[src/rtl/fifo_serializer.sv]
// Word-to-serial converter fed by an upstream FIFO.
// Pops one WIDTH-bit word, then shifts it out MSB first with each bit held for DIV
// ready cycles. Downstream backpressure (ser_ready=0) freezes the bit timer.
// Note: reset_n is synchronous and active-HIGH despite its name.
module fifo_serializer #(
  parameter int unsigned WIDTH = 16,
  parameter int unsigned DIV   = 4
) (
  input  logic             clk,
  input  logic             reset_n,
  input  logic             enable,
  input  logic             fifo_empty,
  output logic             fifo_pop,
  input  logic [WIDTH-1:0] fifo_data,
  input  logic             ser_ready,
  output logic             ser_data,
  output logic             ser_valid,
  output logic             ser_first,
  output logic             ser_last,
  output logic             busy,
  output logic [15:0]      words_sent
);

  localparam int unsigned     BitW    = (WIDTH > 1) ? $clog2(WIDTH) : 1;
  localparam logic [BitW-1:0] LastBit = BitW'(WIDTH - 1);
  localparam logic [7:0]      LastDiv = 8'(DIV - 1);

  typedef enum logic [1:0] {StIdle, StPop, StCapture, StShift} state_e;

  state_e           state_q;
  logic [WIDTH-1:0] shift_q;
  logic [BitW-1:0]  bit_q;
  logic [7:0]       div_q;
  logic             fifo_pop_q;
  logic             ser_data_q;
  logic             ser_valid_q;
  logic             ser_first_q;
  logic             ser_last_q;
  logic             busy_q;
  logic [15:0]      words_q;

  logic [WIDTH-1:0] shift_adv;
  logic             fetch_ok;

  assign shift_adv = shift_q << 1;
  // A new word may be fetched only when allowed and the FIFO has data.
  assign fetch_ok  = enable && !fifo_empty;

  // FSM, counters, shift register and all registered outputs.
  always_ff @(posedge clk) begin
    if (reset_n) begin
      state_q     <= StIdle;
      shift_q     <= '0;
      bit_q       <= '0;
      div_q       <= '0;
      fifo_pop_q  <= 1'b0;
      ser_data_q  <= 1'b0;
      ser_valid_q <= 1'b0;
      ser_first_q <= 1'b0;
      ser_last_q  <= 1'b0;
      busy_q      <= 1'b0;
      words_q     <= '0;
    end else begin
      unique case (state_q)
        StIdle: begin
          if (fetch_ok) begin
            state_q    <= StPop;
            fifo_pop_q <= 1'b1;
            busy_q     <= 1'b1;
          end
        end
        StPop: begin
          state_q    <= StCapture;
          fifo_pop_q <= 1'b0;
        end
        StCapture: begin
          // FIFO read data is valid now, one cycle after the pop.
          shift_q     <= fifo_data;
          bit_q       <= '0;
          div_q       <= '0;
          state_q     <= StShift;
          ser_valid_q <= 1'b1;
          ser_data_q  <= fifo_data[WIDTH-1];
          ser_first_q <= 1'b1;
          ser_last_q  <= (WIDTH == 1);
        end
        StShift: begin
          if (ser_ready) begin
            if (div_q == LastDiv) begin
              div_q <= '0;
              if (bit_q == LastBit) begin
                // Word complete: count it and decide whether to fetch the next one.
                words_q     <= words_q + 16'd1;
                bit_q       <= '0;
                shift_q     <= shift_adv;
                ser_valid_q <= 1'b0;
                ser_data_q  <= 1'b0;
                ser_first_q <= 1'b0;
                ser_last_q  <= 1'b0;
                if (fetch_ok) begin
                  state_q    <= StPop;
                  fifo_pop_q <= 1'b1;
                end else begin
                  state_q <= StIdle;
                  busy_q  <= 1'b0;
                end
              end else begin
                bit_q       <= bit_q + BitW'(1);
                shift_q     <= shift_adv;
                ser_data_q  <= shift_adv[WIDTH-1];
                ser_first_q <= 1'b0;
                ser_last_q  <= ((bit_q + BitW'(1)) == LastBit);
              end
            end else begin
              div_q <= div_q + 8'd1;
            end
          end
        end
        default: state_q <= StIdle;
      endcase
    end
  end

  assign fifo_pop   = fifo_pop_q;
  assign ser_data   = ser_data_q;
  assign ser_valid  = ser_valid_q;
  assign ser_first  = ser_first_q;
  assign ser_last   = ser_last_q;
  assign busy       = busy_q;
  assign words_sent = words_q;

endmodule

[config.mk]
export PLATFORM = sky130hd
export DESIGN_NAME = fifo_serializer
export DESIGN_NICKNAME = d
export VERILOG_FILES = /design/src/rtl/fifo_serializer.sv
export SDC_FILE = /design/constraint.sdc
export NUM_CORES = 1
export LEC_CHECK = 0
export CAP_MARGIN = 20
export CORE_ASPECT_RATIO = 2
export CORE_MARGIN = 2
export CORE_UTILIZATION = 40
export CTS_BUF_LIST = sky130_fd_sc_hd__clkbuf_16
export DETAILED_ROUTE_END_ITERATION = 8
export GPL_TIMING_DRIVEN = 0
export PLACE_DENSITY = 0.63
export SLEW_MARGIN = 20
export SYNTH_ARGS = -nofsm -noshare
export SYNTH_HDL_FRONTEND = slang
export SYNTH_SLANG_ARGS = --single-unit
[constraint.sdc]
create_clock -name clk -period 3.45 [get_ports clk]
set_clock_uncertainty 0.2 [all_clocks]
set_input_delay 0.345 -clock clk [delete_from_list [all_inputs] [get_ports clk]]
set_output_delay 0.345 -clock clk [all_outputs]
set_load 0.005 [all_outputs]
-- Yosys cells after proc, flatten, opt, wreduce, memory -nomap -nowiden
Cells that the tools add are included.
- logic and storage cells: 80
- input port bits: 21
- output and inout bits: 22
- flip-flop bits (word level): 51
- $add $sub $neg: 3
- reductions and logical operators: 13
- mux-type cells: 42
- equal/unequal tests: 11
- operators by type and width (operator ; count):
    two-way mux 15 bit ; 2
    case mux 15 bit (2 select lines) ; 1
    two-way mux 1 bit ; 21
    adder 16 x 1 -> 16 bit, second input constant ; 1
    two-way mux 8 bit ; 2
    case mux 8 bit (2 select lines) ; 1
    AND reduction 4 bit ; 4
    two-way mux 4 bit ; 3
    inequality test 2 bit, second input constant ; 5
    case mux 1 bit (2 select lines) ; 5
    adder 8 x 1 -> 8 bit, second input constant ; 1
    equality test 4 bit, second input constant ; 2
    equality test 8 x 2 -> 1 bit, second input constant ; 1
    two-way mux 2 bit ; 4
    case mux 2 bit (4 select lines) ; 1
    case mux 4 bit (2 select lines) ; 1
    AND reduction 6 bit ; 1
    adder 4 x 1 -> 4 bit, second input constant ; 1
    equality test 2 bit, second input constant ; 2
    nonzero test 2 bit ; 2
    case mux 1 bit (3 select lines) ; 1
    AND reduction 3 bit ; 1
    nonzero test 3 bit ; 1
    equality test 2 x 1 -> 1 bit, second input constant ; 1
    other kinds (4) ; 4

-- Longest topological paths before layout
Gate-level depths: netlist of run 1.
- word-level depth: 7
- gate-level depth with buffers: 9
- depth with buffers taken out: 6

-- Least setup slack after synthesis of run 1
No wires, ideal clock.
- path kind: register -> register
- start: register div_q[0]
- end: register words_q[14], in the netlist words_sent[14]
- slack: 0.680 ns
- data arrival time: 2.447 ns
- library setup time: 0.123 ns
- cell stages (with the launch flop): 8
- path through: dfxtp_1 ha_1 or4b_4 or4_4 buf_6 buf_6 nor4_2 mux2_1
- word-level cells in the longest chain between the ends: 2
- ends and longest elaborated chain (element ; RTL line ; RTL):
    start: declaration ; 33 ; logic [7:0] div_q;
    start signal: assignment ; 115 ; div_q <= div_q + 8'd1;
    equality test 8 x 2 -> 1 bit ; 89 ; if (div_q == LastDiv) begin
    AND reduction 4 bit (no line) ; - ;
    end signal: assignment ; 93 ; words_q <= words_q + 16'd1;
    end: declaration ; 40 ; logic [15:0] words_q;
Every way passes these cells.
A chain may end at the register's enable or synchronous reset.

-- Worst setup path after layout of run 1
- start: register div_q[1]
- end: register words_q[14], in the netlist words_sent[14]
Same word-level chain as after synthesis.

==> impl_results.md, run 1 <==
* Commonest cells after routing, fill and taps aside: sky130_fd_sc_hd__dfxtp_1 (51), sky130_fd_sc_hd__clkdlybuf4s50_1 (42), sky130_fd_sc_hd__a21oi_1 (35)
* Most area-hungry cell type in the Yosys netlist: sky130_fd_sc_hd__dfxtp_1
* Worst hold slack after final layout at 270 ps
* Clock root buffer: sky130_fd_sc_hd__clkbuf_16
* Cell area power density at 561 mW/mm2
* Drt drc at 0
* Number of antenna violations at the first check in global routing at 0
* Post-detailed-route count of antenna-violating nets at 0
* Number of maximum-capacitance violations at 0
* Main area contributors after synthesis: sky130_fd_sc_hd__dfxtp_1 (40%), sky130_fd_sc_hd__a21oi_1 (6.8%), sky130_fd_sc_hd__mux2i_1 (6.2%), sky130_fd_sc_hd__a211oi_1 (5.3%), sky130_fd_sc_hd__ha_1 (4.9%)
* Setup TNS at 0 ps
* Most frequent standard cell in the layout excluding fill and tap cells: sky130_fd_sc_hd__dfxtp_1
* Warning count from the yosys run at 0
* Total global-route track usage at 19.3%
* Clk_lat worst skew at 290 ps
* Vertical extent of the die at 117 um
* Netlist area before placement at 0.00257 mm2
* IO Port Bufs at 42
* Number of antenna repair diodes at 0
* Detailed Routing Iterations Pass 1 at 4
* Number of distinct library cell variants in the gate-level netlist after synthesis at 43
* Quantity of gates resized following cts at 0
* Layout Area Growth over Synthesis at 26.8%
* Clock Pin Slew Worst Setup and Hold Paths at 70 ps
* Hold Buf Count CTS at 0
* CTS tree: built
* # H-tree levels at 2
* Unrepaired setup endpoints after global routing: false
* Floorplan core area at 0.00626 mm2
* Die outline area at 0.00711 mm2
* Avg Vias per Cell at 5.54
* Starting density of the core at 41.0%
* Seq cells post-synth at 51
* Hold Path Stages at 2
* Total wirelength of the detailed-routed design at 6240 um
* Placement row count at 41
* Max Clock Freq at 339 MHz
* Number of buffers created by CTS at 5
* Nature of the critical path endpoint: flop
* Top cell type's share of synthesized area at 39.8%
* Number of pins exceeding their max-slew limit in the final report at 0
* Average wire length per cell after detail routing at 14.8 um
* Worst-path fanout max at 10
* Syn_nets at 317
* Share of async-settable or async-resettable flops after synthesis at 0%
* Number of filler cells placed in the layout at 612
* Number of violations reported at the end of detailed-routing iteration 0 at 121
* Number of top-level pins at 43
* Final hold vios at 0
* Fin crit share at 85.4%
* Setup Crit Path Kind: flop to flop
* Wire length of the first global-routing pass at 10400 um
* Fraction of the yosys area taken by sequential cells at 39.8%
* Post-Synthesis Cells at 286
* Die width at 60.6 um
* Maximum resistive drop on vdd at 435 uV
* Setup-failing EPs final at 0
* Startpoint types: flop
* Worst r2r path cells at 7
* Number of nets at the end of the flow at 366
* Normalized max-slew margin at 55.0%
* Main synth FF type: sky130_fd_sc_hd__dfxtp_1
* Largest net degree at the start of global routing at 15
* Proportion of layout cells with a drive suffix above 1 at 3.88%
* Maximum clock path buffer count at 2
* Path type of the worst min-delay path: flop to flop
* Total power of the final layout at 0.00182 W
* Gpl congestion at 0.872
* DP Wirelength at 4780 um
* Via count of the first global-routing pass at 2249
* Run status: finished clean
* Clock period minus worst slack at 2950 ps
* Data required, critical path at 3430 ps
* Number of buffers inserted by post-CTS setup repair at 0
* Static Leak at 1.08 nW
* Number of enable-type register cells in the synthesized netlist at 0
* Total number of clock tree sinks at 51
* Synthesized area per cell at 8.97 um2
* Worst endpoint data arrival time at 2930 ps
* Least-Margin Pin Slew at 670 ps
* Sum of overflow across all layers after global routing at 0
* Number of vias after detailed routing at 2332
## worst paths after layout
check	startpoint	endpoint	slack [ps]
setup / recovery	div_q[1]$_SDFFE_PP0P_	words_sent[14]$_SDFFE_PP0P_	500
hold / removal	ser_valid$_SDFFE_PP0P_	ser_valid$_SDFFE_PP0P_	270
setup reg to reg	div_q[1]$_SDFFE_PP0P_	words_sent[14]$_SDFFE_PP0P_	500
hold reg to reg	ser_valid$_SDFFE_PP0P_	ser_valid$_SDFFE_PP0P_	270
## critical path, stage by stage, from the launching register on
cell and delay [ps]:
sky130_fd_sc_hd__dfxtp_1 410, sky130_fd_sc_hd__ha_1 280, sky130_fd_sc_hd__or4b_4 510, sky130_fd_sc_hd__or4_4 530
sky130_fd_sc_hd__buf_6 150, sky130_fd_sc_hd__buf_6 130, sky130_fd_sc_hd__nor4_2 280, sky130_fd_sc_hd__mux2_1 340
## synthesized netlist by cell type (all sizes together), types with 8 or more instances
| master | n |
|---|---|
| dfxtp | 51 |
| a21oi | 35 |
| a211oi | 18 |
| mux2i | 16 |
| nor2 | 14 |
| clkbuf | 13 |
| nand3 | 11 |
| o21ai | 11 |
| ha | 10 |
| nand2 | 10 |
| nor3 | 10 |
| nand4 | 8 |
| or3 | 8 |
## stage by stage
step           instance area (um2)  cells  utilization, %  setup slack [ps]
2_1_floorplan                 2570    286               -               680
3_3_place_gp                  3090    414            49.4               518
3_5_place_dp                  3090    414            49.4               510
4_1_cts                       3250    421            52.0               488
5_1_grt                       3250    421            52.0               358
6_report                      3250    421            52.0               504
## layer usage
layer / vias to the layer above / share of wire [%] / track usage (%)
met5: - / 0 / 0
met4: 0 / 1.8 / 7.83
met3: 8 / 3.2 / 4.07
met2: 52 / 58 / 36.0
met1: 1113 / 37 / 19.9
li1: 1159 / - / -
## power by group
part | total [W] | internal, W | switching [W] | leakage, nW
clock network | 0.000548 | 0.000336 | 0.000212 | 0.0811
registers | 0.000764 | 0.000696 | 0.0000685 | 0.413
logic | 0.000512 | 0.000228 | 0.000284 | 0.586
## state kept, by name, indices dropped and copies added (netlist names)
name        count
ser_last        1
shift_q        15
busy            1
bit_q           4
fifo_pop        1
words_sent     16
ser_valid       1
ser_data        1
ser_first       1
div_q           8
state_q         2
## kinds of logic (layout without fill, tap and decap cells)
| group | Yosys count | after routing | synth area share (%) |
|---|---|---|---|
| AOI/OAI and AO/OA | 78 | 78 | 18.9 |
| xor gates and xnor gates | 8 | 8 | 2.73 |
| adders and majority gates | 10 | 10 | 4.88 |
| buffers and inverters | 25 | 74 | 4.29 |
| DFF | 51 | 51 | 39.8 |
| muxes | 23 | 23 | 9.31 |
| and+or+nand+nor | 91 | 91 | 20.1 |
## area by class of cell
type / count / area (um2) / share of cell area [%]
Clock inverter: 2 / 33.8 / 1.04
Clock buffer: 5 / 125 / 3.85
Sequential cell: 51 / 1020 / 31.4
Multi-Input combinational cell: 210 / 1440 / 44.1
Timing Repair Buffer: 42 / 420 / 12.9
Inverter: 7 / 26.3 / 0.808
Buffer: 18 / 83.8 / 2.58
Tap cell: 86 / 108 / 3.31
No activity file was read; power rests on OpenSTA's default activity.
==> inputs of run 2 (changes only) <==
--- a/config.mk
+++ b/config.mk
@@ -13,7 +13,6 @@
 export DETAILED_ROUTE_END_ITERATION = 8
 export GPL_TIMING_DRIVEN = 0
 export PLACE_DENSITY = 0.63
-export SLEW_MARGIN = 20
 export SYNTH_ARGS = -nofsm -noshare
 export SYNTH_HDL_FRONTEND = slang
 export SYNTH_SLANG_ARGS = --single-unit
==> results of run 2 <==
Final layout, timing and power as in run 1 (identical DEF).
==> inputs of run 3 (changes only) <==
--- a/config.mk
+++ b/config.mk
@@ -7,7 +7,7 @@
 export LEC_CHECK = 0
 export CAP_MARGIN = 20
 export CORE_ASPECT_RATIO = 2
-export CORE_MARGIN = 2
+export CORE_MARGIN = 4
 export CORE_UTILIZATION = 40
 export CTS_BUF_LIST = sky130_fd_sc_hd__clkbuf_16
 export DETAILED_ROUTE_END_ITERATION = 8
==> run 3 against run 2 <==
  * Combinational power is 1% higher
  * Worst setup slack worse by 18 ps
  * Cell area is 0.15% higher
  * Clock power increased by 1%
  * Total power is 0.63% higher
  * Register-to-register slack worse by 20 ps
  * Clock-buffer cell count is the same
  * Via count fell by 0.90%
  * Routed wire length increased by 2.9%
  * Critical path depth unchanged
==> impl_results.md, run 3 (same netlist as run 1, synthesis figures left out) <==
* Worst endpoint data arrival time at 2940 ps
* Post-detailed-route count of antenna-violating nets at 0
* Startpoint of the worst register-to-register path: div_q[0]$_SDFFE_PP0P_
* Fin crit share at 85.9%
* Clock root buffer: sky130_fd_sc_hd__clkbuf_16
* Number of cells in the design after placement at 414
* Flip-flop count of the largest register after layout at 16
* Total number of clock tree sinks at 51
* Number of maximum-capacitance violations at 0
* Cell area power density at 563 mW/mm2
* # H-tree levels at 2
* Maximum resistive drop on vdd at 395 uV
* Clk_lat worst skew at 290 ps
* Worst setup slack for register-to-register paths at 490 ps
* Hold Buf Count CTS at 0
* Wire length of the first global-routing pass at 10900 um
* Number of pins exceeding their max-slew limit in the final report at 0
* Quantity of gates resized following cts at 0
* Least-Margin Pin Slew at 641 ps
* Worst slack at placement at 500 ps
* Static Leak at 1.08 nW
* Most frequent standard cell in the layout excluding fill and tap cells: sky130_fd_sc_hd__dfxtp_1
* Total global-route track usage at 17.7%
* Clock period minus worst slack at 2960 ps
* Number of filler cells placed in the layout at 626
* Worst-path fanout max at 10
* Portion of total power attributed to sequential cells at 41.5%
* Max Clock Freq at 337 MHz
* Number of top-level pins at 43
* Sum of overflow across all layers after global routing at 0
* Switching part of the total at 31.2%
* Min-Delay Endpoint: ser_valid$_SDFFE_PP0P_
* Number of buffers created by CTS at 5
* Placement row count at 41
* Worst hold slack after final layout at 270 ps
* DP Wirelength at 4900 um
* Nature of the critical path endpoint: flop
* Starting density of the core at 41.0%
* Startpoint types: flop
* Average wire length per cell after detail routing at 15.2 um
* Total wirelength of the detailed-routed design at 6430 um
* Vertical extent of the die at 121 um
* CTS tree: built
* Path type of the worst min-delay path: flop to flop
* Floorplan core area at 0.00626 mm2
* Via count of the first global-routing pass at 2323
* IO Port Bufs at 42
* Setup Crit Path Kind: flop to flop
* Sequential standard cell area at 0.00102 mm2
* Largest net degree at the start of global routing at 16
* Data required, critical path at 3430 ps
* Proportion of layout cells with a drive suffix above 1 at 4.17%
* Commonest cells after routing, fill and taps aside: sky130_fd_sc_hd__dfxtp_1 (51), sky130_fd_sc_hd__clkdlybuf4s50_1 (42), sky130_fd_sc_hd__a21oi_1 (35)
* Hold_sp: ser_valid$_SDFFE_PP0P_
* Drt drc at 0
* Number of standard cells in the final layout excluding fillers at 422
* Clock Pin Slew Worst Setup and Hold Paths at 70 ps
* Number of antenna repair diodes at 0
* Combinational cell fraction of total power at 28.3%
* Normalized max-slew margin at 57.3%
* Clock share of power at 30.3%
* Run status: finished clean
* Die width at 64.6 um
* Worst r2r path cells at 7
* Maximum clock path buffer count at 2
* Detailed Routing Iterations Pass 1 at 4
* Number of vias after detailed routing at 2311
* Layout Area Growth over Synthesis at 27.0%
* Number of violations reported at the end of detailed-routing iteration 0 at 123
* Number of nets at the end of the flow at 366
* Net switching power figure at 0.000573 W
* Total power of the final layout at 0.00184 W
* Hold Path Stages at 2
* Number of antenna violations at the first check in global routing at 0
* Setup-failing EPs final at 0
* Cell internal power dissipation at 0.00126 W
* Avg Vias per Cell at 5.48
* Die outline area at 0.00784 mm2
* Endpoint of the most critical register-to-register path: words_sent[14]$_SDFFE_PP0P_
* Final hold vios at 0
* Number of buffers inserted by post-CTS setup repair at 0
* Area occupied by multi-input gates at 0.00144 mm2
* Gpl congestion at 0.854
* Unrepaired setup endpoints after global routing: false
* Worst setup slack after layout at 485 ps
* Setup TNS at 0 ps
[run 3: changes by cell type in the layout (fill, tap and decap cells not counted), sizes merged]
cell and delta:
clkinv +2, inv -1
[run 3: worst max-delay path by stage]
stage,depth (start not counted),start,endpoint
6_report,7,div_q[0]$_SDFFE_PP0P_,words_sent[14]$_SDFFE_PP0P_
5_1_grt,6,div_q[0]$_SDFFE_PP0P_,ser_data$_SDFFE_PP0P_
4_1_cts,7,div_q[0]$_SDFFE_PP0P_,words_sent[14]$_SDFFE_PP0P_
3_5_place_dp,7,div_q[0]$_SDFFE_PP0P_,words_sent[14]$_SDFFE_PP0P_
3_3_place_gp,7,div_q[0]$_SDFFE_PP0P_,words_sent[14]$_SDFFE_PP0P_
2_1_floorplan,7,div_q[0]$_SDFFE_PP0P_,words_sent[14]$_SDFFE_PP0P_
[run 3: metal layers]
metal  track usage (%)  wire length, um
met5                 0                0
met3              3.80              198
met2              33.1             3610
met1              17.9             2460
met4              8.74              153
[run 3: per-stage QoR]
| stage | utilization [%] | area (um2) |
|---|---|---|
| after CTS | 52.1 | 3260 |
| after global routing | 52.1 | 3260 |
| final | 52.1 | 3260 |
| after detailed placement | 49.4 | 3090 |
| after global placement | 49.4 | 3090 |
| after floorplan | - | 2570 |
[run 3: area by class of cell]
class                      count  area share (%)
buffer                        18            2.57
timing repair buffer          42            12.9
tap                           86            3.30
sequential                    51            31.3
clock buffer                   5            3.84
clock inverter                 3            1.19
multi-input combinational    210            44.0
inverter                       7           0.806
[run 3: critical path: stages, from the launching register on]
cell and delay, ps:
sky130_fd_sc_hd__dfxtp_1 420, sky130_fd_sc_hd__ha_1 280, sky130_fd_sc_hd__or4b_4 510, sky130_fd_sc_hd__or4_4 530, sky130_fd_sc_hd__buf_6 150, sky130_fd_sc_hd__buf_6 140, sky130_fd_sc_hd__nor4_2 290, sky130_fd_sc_hd__mux2_1 340
[run 3: power by group through the flow]
stage / clock network (W) / logic [W] / registers, W
finish: 0.000555 / 0.000519 / 0.000762
global route: 0.000598 / 0.000586 / 0.000773
CTS: 0.000569 / 0.000527 / 0.000762
detailed placement: 0 / 0.000524 / 0.000775
global placement: 0 / 0.000511 / 0.000773
floorplan: 0 / 0.000361 / 0.000760
